**src/rtl/gray_pkg.sv**
```systemverilog
// Shared types and helpers for the Gray-code counter.
package gray_pkg;

  typedef enum logic {CNT_WRAP, CNT_SAT} cnt_mode_e;

  // All-ones mask for the low w bits (w = 32 wraps the shift to give all ones).
  function automatic logic [31:0] width_mask(int w);
    return (32'd1 << w) - 32'd1;
  endfunction

  // Largest count value for a w-bit counter.
  function automatic logic [31:0] cnt_max(int w);
    return width_mask(w);
  endfunction

  // Binary to Gray on the low w bits.
  function automatic logic [31:0] bin2gray(logic [31:0] b, int w);
    return (b ^ (b >> 1)) & width_mask(w);
  endfunction

  // Gray to binary on the low w bits, log-step prefix XOR from the MSB.
  function automatic logic [31:0] gray2bin(logic [31:0] g, int w);
    logic [31:0] b;
    b = g & width_mask(w);
    for (int s = 1; s < 32; s = s * 2) begin
      b = b ^ (b >> s);
    end
    return b;
  endfunction

endpackage

```
**src/rtl/gray_counter_gray_to_bin.sv**
```systemverilog
// Combinational Gray-to-binary decoder: each binary bit is the XOR of all Gray bits at or above it.
module gray_to_bin #(
  parameter int unsigned WIDTH = 4
) (
  input  logic [WIDTH-1:0] gray_i,
  output logic [WIDTH-1:0] bin_c
);

  // Prefix XOR from the MSB down.
  for (genvar i = 0; i < WIDTH; i++) begin : g_bit
    assign bin_c[i] = ^gray_i[WIDTH-1:i];
  end

endmodule

```
**src/rtl/gray_counter.sv**
```systemverilog
// Registered up/down Gray counter with clear, binary/Gray load, wrap or saturate.
module gray_counter
  import gray_pkg::*;
#(
  parameter int unsigned WIDTH    = 4,
  parameter bit          SATURATE = 1'b0,
  parameter int unsigned RST_VAL  = 0
) (
  input  logic             clk,
  input  logic             rst_n,
  input  logic             clr_i,
  input  logic             load_i,
  input  logic             load_gray_i,
  input  logic [WIDTH-1:0] load_val_i,
  input  logic             en_i,
  input  logic             up_i,
  output logic [WIDTH-1:0] bin_o,
  output logic [WIDTH-1:0] gray_o,
  output logic             wrap_o,
  output logic             sat_o
);

  localparam cnt_mode_e        MODE     = SATURATE ? CNT_SAT : CNT_WRAP;
  localparam logic [WIDTH-1:0] MAX_VAL  = WIDTH'(cnt_max(int'(WIDTH)));
  localparam logic [WIDTH-1:0] RST_BIN  = WIDTH'(RST_VAL);
  localparam logic [WIDTH-1:0] RST_GRAY = WIDTH'(bin2gray(32'(RST_BIN), int'(WIDTH)));

  logic [WIDTH-1:0] load_dec;
  logic [WIDTH-1:0] bin_d;
  logic [WIDTH-1:0] gray_d;
  logic             wrap_d;
  logic             sat_d;

  gray_to_bin #(.WIDTH(WIDTH)) u_load_dec (
    .gray_i (load_val_i),
    .bin_c  (load_dec)
  );

  // Next count, wrap pulse and saturate flag; clear beats load beats enable.
  always_comb begin
    bin_d  = bin_o;
    wrap_d = 1'b0;
    sat_d  = sat_o;
    if (clr_i) begin
      bin_d = RST_BIN;
      sat_d = 1'b0;
    end else if (load_i) begin
      bin_d = load_gray_i ? load_dec : load_val_i;
      sat_d = 1'b0;
    end else if (en_i) begin
      if (up_i) begin
        if (bin_o == MAX_VAL) begin
          if (MODE == CNT_SAT) begin
            sat_d = 1'b1;
          end else begin
            bin_d  = '0;
            wrap_d = 1'b1;
            sat_d  = 1'b0;
          end
        end else begin
          bin_d = bin_o + WIDTH'(1);
          sat_d = 1'b0;
        end
      end else begin
        if (bin_o == '0) begin
          if (MODE == CNT_SAT) begin
            sat_d = 1'b1;
          end else begin
            bin_d  = MAX_VAL;
            wrap_d = 1'b1;
            sat_d  = 1'b0;
          end
        end else begin
          bin_d = bin_o - WIDTH'(1);
          sat_d = 1'b0;
        end
      end
    end
    gray_d = WIDTH'(bin2gray(32'(bin_d), int'(WIDTH)));
  end

  // Output registers; Gray is encoded before the flop so it never glitches.
  always_ff @(posedge clk or negedge rst_n) begin
    if (!rst_n) begin
      bin_o  <= RST_BIN;
      gray_o <= RST_GRAY;
      wrap_o <= 1'b0;
      sat_o  <= 1'b0;
    end else begin
      bin_o  <= bin_d;
      gray_o <= gray_d;
      wrap_o <= wrap_d;
      sat_o  <= sat_d;
    end
  end

endmodule

```
**config.mk**
```make
export PLATFORM = sky130hd
export DESIGN_NAME = gray_counter
export DESIGN_NICKNAME = d
export VERILOG_FILES = /design/src/rtl/gray_pkg.sv /design/src/rtl/gray_counter_gray_to_bin.sv /design/src/rtl/gray_counter.sv
export SDC_FILE = /design/constraint.sdc
export NUM_CORES = 1
export LEC_CHECK = 0
export BUFFER_PORTS_ARGS = -buffer_cell sky130_fd_sc_hd__buf_4
export CORE_AREA = 2 2 39 41
export DETAILED_ROUTE_END_ITERATION = 8
export DIE_AREA = 0 0 41 43
export PLACE_DENSITY = 0.71
export SLEW_MARGIN = 40
export SYNTH_ARGS = -nofsm -noshare
export SYNTH_HDL_FRONTEND = slang
export SYNTH_SLANG_ARGS = --single-unit
```
**constraint.sdc**
```tcl
create_clock -name clk -period 4.3 [get_ports clk]
set_input_delay 0.43 -clock clk [delete_from_list [all_inputs] [get_ports clk]]
set_output_delay 0.43 -clock clk [all_outputs]
set_load 0.02 [all_outputs]
```
==> flow_metrics.tcl <==
set metrics [dict create \
    status "complete, no violations" \
    ir_drop_v 0.0002949 \
    crit_arrival_ns 2.07 \
    placementRows 14 \
    netlist_top_cells_area "dfrtp_1 (35%), xor2_1 (9.3%), a221oi_2 (5.3%)" \
    grt_max_degree 10 \
    tritoncts.num_buffers 3 \
    start_kind "register" \
    ys_types 27 \
    vias 493 \
    setup_viol 0 \
    ys_seq_elements 8 \
    grt_overflow_total 0 \
    dp_hpwl_um 869.6 \
    htreeDepth 1 \
    n_antenna_cell 0 \
    drt_wl_total_mm 1.097 \
    yosys_warnings 0 \
    antenna_found_initial 0 \
    fin_tns_setup_ns 0 \
    synthToLayoutAreaGrowth_pct 30.84 \
    wire_per_inst_um 11.55 \
    clock_latency_ns 0.25 \
    critPathSlowestCell "dfrtp_1" \
    io_pins 21 \
    synth_top_cell_by_area "dfrtp_1" \
    crit_type "register to register" \
    finClkSkew_ns 0.0006785 \
    mostFrequentLayoutCell "buf_4" \
    drcViolationCount 0 \
    seqCellArea_um2 200.2 \
    ys_seq_area_share_pct 35.24 \
    post-route-util_pct 53.71 \
    place_ws_ns 2.427 \
    vias_per_cell 5.189 \
    fin_ws_ns 2.399 \
    syn_area_um2 568.0 \
    cellLeakagePower_uw 0.0003681 \
    finalMaxSlewViolations 0 \
    clock-sinks 8 \
    syn_nets 72 \
    cp.buffers_inverters 1 \
    track_usage_pct 16.40 \
    fin_nets 94 \
    grt_pass1_vias 478 \
    p_total_uw 229.7 \
    multiInputGateArea_um2 329.1 \
    post-route-period-util_pct 44.21 \
    drtIter0Drc 7 \
    grt_first_pass_wirelength_mm 1.890 \
    fillCellCount 123 \
    power_density_nw_per_um2 309.0 \
    max_cap_viol_count 0 \
    start_util_pct 41.05 \
    syn_area_per_cell_um2 9.628 \
    cts-root-buf "clkbuf_4" \
    ant_nets 0 \
    layout_common_cells "buf_4 (19), dfrtp_1 (8), xor2_1 (6)" \
    clockBufferDepth 2 \
    netlist_instances 59 \
    grt_setup_unrepaired "no" \
    cts_tree "done" \
    hp-class "input pin to register" \
    clock.fmax_ghz 0.5260 \
    fin_crit_ns 1.901 \
    cpLargestDelayFamily "compound AO/OA/AOI/OAI gates" \
    max_slew.worst_pin.slew_ns 0.4964 \
    die_w_um 41 \
    dieHeight_um 43 \
    clk_pin_slew_worst_paths_ns 0.05 \
    hold_viol 0 \
    drive_gt1_share_pct 32.91 \
    crit_path_max_fanout 9 \
    synth_top_area_share_pct 35.24 \
    layoutNonFillerInstCount 95 \
    crit_required_ns 4.47 \
    cp_slowest_stage_delay_ns 0.46 \
    first_pass_iters 4 \
    place.gp.congestion 0.7202 \
    place_inst 91 \
    core-area_um2 1384 \
    die-area_um2 1763 \
    cp-end-kind "register" \
    slew_headroom_pct 66.56 \
    crit_chain "inv_1, ha_1, or3b_1, a21oi_1, a221oi_1, a211oi_2, xor2_1" \
    io_buffer_count 19 \
]
-- flip-flops by register name, indices dropped and copies added, names as in the netlist --
name / cells
bin_o: 4
wrap_o: 1
gray_o: 3
-- metrics by stage --
step	hold WS [ns]	instance area (µm²)
finish	0.3944	743.2
CTS	0.3870	743.2
detailed placement	0.2472	710.7
floorplan	0.1344	568.0
global placement	0.2473	710.7
global route	0.3889	743.2
-- synth_stat cells --
| cell type | number |
|---|---|
| mux2i_1 | 1 |
| buf_4 | 2 |
| nand2_1 | 5 |
| a221oi_1 | 1 |
| inv_1 | 5 |
| xnor2_1 | 3 |
| o31ai_1 | 1 |
| a21boi_0 | 1 |
| o221ai_1 | 1 |
| or4b_1 | 1 |
| o21ai_0 | 3 |
| or3b_1 | 1 |
| and3_1 | 1 |
| nand2b_1 | 2 |
| conb_1 | 1 |
| xor2_1 | 6 |
| a211oi_2 | 1 |
| dfrtp_1 | 8 |
| a221oi_2 | 2 |
| nor2_1 | 2 |
| a21o_1 | 1 |
| buf_2 | 1 |
| nor4b_1 | 1 |
| mux2_2 | 1 |
| o311a_1 | 1 |
| a21oi_1 | 4 |
| ha_1 | 2 |
-- worst paths after layout --
path	startpoint	to	slack, ns	cells past startpoint
min in group asynchronous	rst_n	gray_o[2]	0.53	2
max in group asynchronous	rst_n	bin_o[2]	3.65	2
hold reg to reg	bin_o[3]	bin_o[3]	0.79	2
setup reg to reg	bin_o[0]	gray_o[0]	2.40	7
setup / recovery	bin_o[0]	gray_o[0]	2.40	7
hold / removal	clr_i	bin_o[0]	0.39	2
-- what timing repair did --
item / CTS / global route
hold buffers: 1 / 0
hold endpoints to repair: 8 / 0
setup buffers: 0 / 0
gates resized for setup: 0 / 0
-- worst register-to-register path, delay by kind of cell, from the launching register on --
kind	cells	cell delay, ns
compound gates	3	0.51
xor+xnor	1	0.17
buf+inv	1	0.11
flops	1	0.46
fa+ha+maj	1	0.19
simple gates	1	0.37
-- routing by layer --
| layer | vias up | part of all wire (%) | track usage, % |
|---|---|---|---|
| li1 | 247 | - | - |
| met1 | 223 | 44 | 21.55 |
| met2 | 19 | 47 | 23.75 |
| met3 | 4 | 6.7 | 4.712 |
| met4 | 0 | 2.6 | 8.000 |
| met5 | - | 0 | 0 |
-- area by class of cell --
type | count | area share, %
clock buffers | 3 | 3.030
inverters | 5 | 2.525
multi-input cells | 43 | 44.28
flip-flops and latches | 8 | 26.94
well taps | 16 | 2.694
repair buffers | 20 | 20.54
-- power breakdown --
group / internal (µW) / switching [µW]
logic: 38.9 / 42.8
clock network: 31.7 / 22.7
registers: 84.4 / 9.12
-- cells by family after synthesis --
kind of cell | after synthesis | synth area share (%)
AO/OA/AOI/OAI | 16 | 22.47
XOR/XNOR | 9 | 13.88
adder cells (fa/ha/maj) | 2 | 4.405
buffers and inverters | 8 | 6.827
flip-flops | 8 | 35.24
multiplexers | 2 | 3.744
other | 1 | 0.6602
AND/OR/NAND/NOR | 13 | 12.78
Power figures use the tool's default switching activity.
